**src/rtl/lsu_mem_if.sv**
```systemverilog
// Load/store unit front end: checks alignment, drives a req/gnt/rvalid data bus
// with byte strobes and lane-replicated store data, and returns the aligned load word.
module lsu_mem_if #(
  parameter int unsigned TIMEOUT_CYCLES = 255
) (
  input  logic        clk,
  input  logic        reset,
  input  logic        lsu_start,
  input  logic        lsu_we,
  input  logic [2:0]  lsu_funct3,
  input  logic [31:0] lsu_addr,
  input  logic [31:0] lsu_wdata,
  output logic        lsu_busy,
  output logic        lsu_done,
  output logic [31:0] lsu_rdata,
  output logic        lsu_misaligned,
  output logic        lsu_err,
  output logic        mem_req,
  output logic        mem_we,
  output logic [31:0] mem_addr,
  output logic [3:0]  mem_wstrb,
  output logic [31:0] mem_wdata,
  input  logic        mem_gnt,
  input  logic        mem_rvalid,
  input  logic [31:0] mem_rdata
);

  localparam logic [1:0] IDLE = 2'd0;
  localparam logic [1:0] REQ  = 2'd1;
  localparam logic [1:0] WAIT = 2'd2;
  localparam logic [1:0] DONE = 2'd3;

  localparam int CNT_W = (TIMEOUT_CYCLES > 1) ? $clog2(TIMEOUT_CYCLES + 1) : 1;
  localparam logic [CNT_W-1:0] CNT_LAST =
    CNT_W'((TIMEOUT_CYCLES == 0) ? 0 : TIMEOUT_CYCLES - 1);
  localparam bit TIMEOUT_EN = (TIMEOUT_CYCLES != 0);

  logic [1:0]       state;
  logic [1:0]       off;
  logic [CNT_W-1:0] cnt;
  logic             timeout_hit;

  function automatic logic illegal_req(input logic we, input logic [2:0] f3,
                                       input logic [1:0] a);
    logic bad;
    bad = 1'b0;
    case (f3[1:0])
      2'b01:   bad = a[0];
      2'b10:   bad = (a != 2'b00) || f3[2];
      2'b11:   bad = 1'b1;
      default: bad = 1'b0;
    endcase
    return bad || (we && f3[2]);
  endfunction

  function automatic logic [3:0] store_strobe(input logic [2:0] f3, input logic [1:0] a);
    case (f3[1:0])
      2'b00:   return 4'b0001 << a;
      2'b01:   return 4'b0011 << a;
      default: return 4'b1111;
    endcase
  endfunction

  function automatic logic [31:0] store_lanes(input logic [2:0] f3, input logic [31:0] w);
    case (f3[1:0])
      2'b00:   return {4{w[7:0]}};
      2'b01:   return {2{w[15:0]}};
      default: return w;
    endcase
  endfunction

  function automatic logic [31:0] load_align(input logic [31:0] d, input logic [1:0] a);
    return d >> {a, 3'b000};
  endfunction

  // A response on the same edge as expiry is checked first, so it wins.
  assign timeout_hit = TIMEOUT_EN && (cnt == CNT_LAST);

  always_ff @(posedge clk) begin
    if (reset) begin
      state          <= IDLE;
      off            <= 2'b00;
      cnt            <= '0;
      lsu_busy       <= 1'b0;
      lsu_done       <= 1'b0;
      lsu_rdata      <= 32'h0;
      lsu_misaligned <= 1'b0;
      lsu_err        <= 1'b0;
      mem_req        <= 1'b0;
      mem_we         <= 1'b0;
      mem_addr       <= 32'h0;
      mem_wstrb      <= 4'b0000;
      mem_wdata      <= 32'h0;
    end else begin
      case (state)
        IDLE: begin
          lsu_done       <= 1'b0;
          lsu_misaligned <= 1'b0;
          lsu_err        <= 1'b0;
          if (lsu_start) begin
            lsu_busy <= 1'b1;
            if (illegal_req(lsu_we, lsu_funct3, lsu_addr[1:0])) begin
              state          <= DONE;
              lsu_done       <= 1'b1;
              lsu_misaligned <= 1'b1;
              lsu_rdata      <= 32'h0;
            end else begin
              state     <= REQ;
              off       <= lsu_addr[1:0];
              cnt       <= '0;
              mem_req   <= 1'b1;
              mem_we    <= lsu_we;
              mem_addr  <= {lsu_addr[31:2], 2'b00};
              mem_wstrb <= lsu_we ? store_strobe(lsu_funct3, lsu_addr[1:0]) : 4'b0000;
              mem_wdata <= store_lanes(lsu_funct3, lsu_wdata);
            end
          end
        end
        REQ: begin
          if (timeout_hit) begin
            state     <= DONE;
            mem_req   <= 1'b0;
            lsu_done  <= 1'b1;
            lsu_err   <= 1'b1;
            lsu_rdata <= 32'h0;
          end else begin
            cnt <= cnt + CNT_W'(1);
            if (mem_gnt) begin
              state   <= WAIT;
              mem_req <= 1'b0;
            end
          end
        end
        WAIT: begin
          if (mem_rvalid) begin
            state     <= DONE;
            lsu_done  <= 1'b1;
            lsu_rdata <= mem_we ? 32'h0 : load_align(mem_rdata, off);
          end else if (timeout_hit) begin
            state     <= DONE;
            lsu_done  <= 1'b1;
            lsu_err   <= 1'b1;
            lsu_rdata <= 32'h0;
          end else begin
            cnt <= cnt + CNT_W'(1);
          end
        end
        default: begin
          state          <= IDLE;
          lsu_busy       <= 1'b0;
          lsu_done       <= 1'b0;
          lsu_misaligned <= 1'b0;
          lsu_err        <= 1'b0;
        end
      endcase
    end
  end

endmodule

```
**config.mk**
```make
export PLATFORM = sky130hd
export DESIGN_NAME = lsu_mem_if
export DESIGN_NICKNAME = d
export VERILOG_FILES = /design/src/rtl/lsu_mem_if.sv
export SDC_FILE = /design/constraint.sdc
export NUM_CORES = 1
export LEC_CHECK = 0
export CELL_PAD_IN_SITES_DETAIL_PLACEMENT = 1
export CELL_PAD_IN_SITES_GLOBAL_PLACEMENT = 2
export CORE_UTILIZATION = 23
export DETAILED_ROUTE_END_ITERATION = 8
export GPL_TIMING_DRIVEN = 0
export PLACE_DENSITY = 0.85
export SKIP_LAST_GASP = 1
export SLEW_MARGIN = 25
export SYNTH_ARGS = -nofsm -noshare
export SYNTH_HDL_FRONTEND = slang
export SYNTH_SLANG_ARGS = --single-unit
```
**constraint.sdc**
```tcl
create_clock -name clk -period 3.1 [get_ports clk]
set_input_delay 0.62 -clock clk [delete_from_list [all_inputs] [get_ports clk]]
set_output_delay 0.62 -clock clk [all_outputs]
set_load 0.01 [all_outputs]
```
# --- Yosys cells after proc, flatten, opt, wreduce, memory -nomap -nowiden ---
# Cells that the tools add are included.
totals:
  reg_bits: 116
  latch_bits: 0
  mem_bits_rw: 0
  romBits: 0
  memories: 0
op_classes:
  n_addsub: 1
  n_mul: 0
  div_mod_pow: 0
  order_cmp: 0
  n_eq_ne: 12
  shift: 3
  mux: 41
  bitwise_logic: 2
  n_reduce_logical: 15
ops:
  columns: ["operator", "n"]
  rows:
  - ["32-bit two-way mux", 5]
  - ["32-bit case mux with 3 select lines", 1]
  - ["32-bit case mux with 2 select lines", 1]
  - ["8-bit two-way mux", 4]
  - ["32-bit by 5-bit >> shifter with 32-bit output", 1]
  - ["8-bit case mux with 3 select lines", 1]
  - ["1-bit two-way mux", 14]
  - ["2-bit two-way mux", 6]
  - ["3-bit AND reduction", 3]
  - ["8-bit by 1-bit adder with 8-bit output (second input constant)", 1]
  - ["8-bit equality test (second input constant)", 1]
  - ["2-bit != test (second input constant)", 4]
  - ["1-bit case mux with 2 select lines", 4]
  - ["4-bit case mux with 2 select lines", 1]
  - ["4-bit AND reduction", 2]
  - ["2-bit equality test (second input constant)", 3]
  - ["3-bit != test (second input constant)", 2]
  - ["1-bit case mux with 3 select lines", 2]
  - ["2-bit case mux with 3 select lines", 1]
  - ["2-bit by 1-bit equality test with 1-bit output (second input constant)", 2]
  - ["2-bit logical NOT", 2]
  - ["4-bit two-way mux", 1]
  - ["2-bit nonzero test", 2]
  - ["1-bit by 2-bit << shifter with 4-bit output (first input constant)", 1]
  - ["7 further kinds", 9]

# --- Depth between registers and ports, before layout ---
depth:
  word_depth: 10
  depth_mapped: 9

# --- Least setup slack after synthesis ---
# No wires, ideal clock.
synth_path:
  kind: "input to register"
  from: "input port lsu_addr[1]"
  to: "register cnt[5]"
  arrival_time_ns: 2.452
  required_time_ns: 3.027
  slack_ns: 0.576
  path_stages: 6
  n_path_buf: 1
  cell_sequence: "or4_4 and3_4 buf_6 or4_4 or3_1 a21oi_1"
synth_between:
  elab_chain_cells: 9
synth_lines:
  columns: ["item", "line_no", "text"]
  rows:
  - ["from (decl)", "11", "input logic [31:0] lsu_addr,"]
  - ["2-bit nonzero test", "49", "2'b10: bad = (a != 2'b00) || f3[2];"]
  - ["1-bit logical OR", "49", null]
  - ["1-bit case mux with 3 select lines", "47", "case (f3[1:0])"]
  - ["1-bit two-way mux", "100", "if (lsu_start) begin"]
  - ["1-bit two-way mux", "95", "case (state)"]
  - ["1-bit two-way mux", "80", "if (reset) begin"]
  - ["1-bit logical OR", "53", "return bad || (we && f3[2]);"]
  - ["2-bit != test (no line)", null, null]
  - ["4-bit AND reduction (no line)", null, null]
  - ["to (signal assigned)", "127", "cnt <= cnt + CNT_W'(1);"]
  - ["to (signal assigned)", "145", "cnt <= cnt + CNT_W'(1);"]
  - ["to (decl)", "40", "logic [CNT_W-1:0] cnt;"]
# Every way passes these cells. The select of a mux whose other input is x is not followed.
# A chain may end at the register's enable or synchronous reset.

# --- Worst setup path in the final report ---
layout_path:
  from: "input port lsu_addr[0]"
  to: "register mem_addr[26]"
layout_between:
  elab_chain_cells: 9
layout_lines:
  columns: ["item", "line_no", "text"]
  rows:
  - ["2-bit nonzero test", "49", null]
  - ["1-bit logical OR", "49", null]
  - ["1-bit case mux with 3 select lines (*)", "47", null]
  - ["1-bit two-way mux (*)", "100", null]
  - ["1-bit two-way mux (*)", "95", null]
  - ["1-bit two-way mux (*)", "80", null]
  - ["1-bit logical OR (*)", "53", null]
  - ["1-bit NOT (no line) (*)", null, null]
  - ["3-bit AND reduction (no line) (*)", null, null]
  - ["to (signal assigned)", "113", "mem_addr <= {lsu_addr[31:2], 2'b00};"]
  - ["to (decl)", "20", "output logic [31:0] mem_addr,"]
# Mark *: on every way between the ends. The rest lies on a longest branch, timed or not. The select of a mux whose other input is x is not followed.

==> results <==
==> power by group <==
part | internal (mW) | switching, mW
registers | 1.63 | 0.0824
clock network | 1.26 | 0.790
logic | 0.615 | 0.802
==> cell families (layout without fill, tap and decap cells) <==
kind of cell | after synthesis | after routing | synth area share [%]
XOR/XNOR | 2 | 2 | 0.350
flip-flops | 116 | 116 | 46.4
adder cells (fa/ha/maj) | 6 | 6 | 1.50
AO/OA/AOI/OAI | 177 | 177 | 22.5
multiplexers | 33 | 33 | 6.60
AND/OR/NAND/NOR | 211 | 211 | 18.1
other | 1 | 2 | 0.0750
buffers and inverters | 55 | 295 | 4.43
==> through the flow <==
| step | worst slack, ns | cells | util, % |
|---|---|---|---|
| 5_1_grt | 0.0153 | 1117 | 38.1 |
| 3_3_place_gp | -0.524 | 1085 | 35.1 |
| 3_5_place_dp | -0.534 | 1085 | 35.1 |
| 6_report | 0.242 | 1117 | 38.1 |
| 4_1_cts | 0.123 | 1117 | 38.0 |
| 2_1_floorplan | 0.576 | 602 | - |
==> metal layers <==
layer  GRT usage (%)  vias to the layer above  part of all wire, %
li1                -                     2565                    -
met3            5.58                       19                  7.0
met2            30.4                      144                   48
met5               0                        -                    0
met1            21.8                     2451                   44
met4            5.31                        0                  1.3
==> worst min-delay path: stages, from the launching register on <==
cell and delay, ns:
dfxtp_1 0.30, nand2_1 0.05, a21oi_1 0.05
==> timing repair <==
item                                    4_1_cts  5_1_grt
gates resized for setup                       2        6
cloned                                        0        0
hold buffers                                  0        0
endpoints found under the setup margin       26       20
==> how the worst min path moves through the flow <==
stage                       startpoint  slack, ns            to
after floorplan                 cnt[7]       0.46        cnt[7]
after global placement    mem_addr[21]       0.44  mem_addr[21]
after detailed placement  mem_wstrb[1]       0.44  mem_wstrb[1]
after CTS                 mem_wstrb[1]       0.45  mem_wstrb[1]
after global routing       mem_addr[7]       0.47   mem_addr[7]
final                     mem_wstrb[1]       0.45  mem_wstrb[1]
==> area by class of cell <==
cell class	instances	area (um2)	share of cell area (%)
tap	275	344	4.27
clock buffer	20	467	5.80
sequential	116	2320	28.8
clock inverter	12	144	1.79
inverter	7	26.3	0.326
timing repair buffer	208	2080	25.9
multi-input combinational	431	2460	30.6
buffer	48	201	2.50
==> Yosys cell counts, drive strengths merged, types with 7 or more instances <==
library cell / number
nor2: 36
a311oi: 9
clkbuf: 38
nor2b: 12
a21oi: 74
inv: 7
nand2: 133
dfxtp: 116
o21ai: 30
buf: 10
mux2i: 33
a22o: 23
a211oi: 21
o2bb2ai: 9
==> registers in the layout, summed over array words and instances, names as in the netlist <==
register	flops
lsu_rdata	32
mem_wdata	32
mem_addr	30
state	2
lsu_misaligned	1
lsu_busy	1
mem_req	1
off	2
mem_we	1
mem_wstrb	4
lsu_err	1
lsu_done	1
cnt	8
==> flow_summary.json <==
{
  "status": "finished clean",
  "dr.pass1.iters": 5,
  "first_global_vias": 5345,
  "ir_drop_mv": 0.348,
  "fillers": 2490,
  "grt_first_pass_wirelength_um": 30300,
  "crit_path_end_kind": "register",
  "endpoint": "mem_addr[26]",
  "die_w_um": 149,
  "power_mw": 5.18,
  "setup_tns_ns": 0,
  "final_net_count": 940,
  "worstPathMaxFanout": 10,
  "io_pins": 211,
  "hold_slack_ns": 0.447,
  "min_period_ns": 2.86,
  "start_util_pct": 23.6,
  "power_density_nw_per_um2": 643,
  "clock_skew_ns": 0.00974,
  "synth.top_cell.area_share_pct": 46.4,
  "port-buffer-count": 208,
  "synth-seq-cells": 116,
  "max_stage_delay_ns": 0.62,
  "slew_viol_final": 0,
  "hold_path_depth": 2,
  "postLayoutCellArea_um2": 8050,
  "synth_area_leaders": "dfxtp_1 46%, nand2_1 10%, a21oi_1 7.4%",
  "critical_path_class": "in -> reg",
  "synth_edf_count": 0,
  "cts_root_buf": "clkbuf_16",
  "final_hold_viol_count": 0,
  "drive_gt1_share_pct": 5.23,
  "crit_path_top_delay_cell": "or4_4",
  "wl_um": 19700,
  "rr_startpoint": "state[0]",
  "r2r-end": "lsu_rdata[29]",
  "clock_sinks": 116,
  "max_freq_mhz": 350,
  "setup_viol": 0,
  "fin_crit_sh_pct": 92.2,
  "path_clk_slew_ns": 0.06,
  "syn_avg_cell_area_um2": 8.32,
  "first_iter_violations": 122,
  "wl_per_cell_um": 17.6,
  "crit_family": "buffers and inverters",
  "worst_pin_slew_ns": 0.768,
  "netlist_area_um2": 5000,
  "arrival_ns": 3.20,
  "yosysTopAreaCell": "dfxtp_1",
  "ys.flop_type": "dfxtp_1",
  "path_common_cell": "nand2_1",
  "crit_required_ns": 3.44,
  "dpl.hpwl_um": 14400,
  "htree_levels": 4,
  "post-cts-setup-buffers": 0,
  "rsz0062_at_grt": "true",
  "synth-async-reset-ratio_pct": 0,
  "grt-ovfl-total": 0,
  "n_antenna_cell": 0,
  "netlist_instances": 601,
  "final_common_cell": "clkdlybuf4s50_1",
  "worst_setup_path_start_kind": "input pin",
  "grt_max_degree": 17,
  "core_area_um2": 21200,
  "drc": 0,
  "reg2reg_slack_ns": 0.30,
  "antenna_found_initial": 0,
  "numCtsBuffers": 17,
  "die_area_um2": 22300,
  "path_buf_inv": 4,
  "track_usage_pct": 18.0,
  "yosys_warnings": 0,
  "num_vias": 5179,
  "chipHeight_um": 149,
  "seq_area_frac_synth_pct": 46.4,
  "crit_start": "lsu_addr[0]",
  "rows": 53,
  "layout_common_cells": "208 x clkdlybuf4s50_1, 133 x nand2_1, 116 x dfxtp_1",
  "cts_tree": "yes",
  "antenna_left": 0,
  "hp-class": "reg -> reg",
  "crit_cells": 9,
  "crit_chain": "clkdlybuf4s50_1 -> or4_4 -> nand2_1 -> and3_1 -> clkbuf_1 -> clkbuf_2 -> buf_1 -> nand2_1 -> a21oi_1",
  "p_leak_nw": 2.82,
  "syn_to_final_growth_pct": 61.0,
  "max_slew_margin_pct": 48.8,
  "synth_cell_types": 40,
  "clock_latency_ns": 0.42,
  "place.gp.congestion": 0.774,
  "vias_per_cell": 4.64,
  "clk_path_buf_depth": 2,
  "rr_worst_depth": 8,
  "cap_violations": 0,
  "placedInstanceArea_um2": 7430
}
No activity file was read; power rests on OpenSTA's default activity.
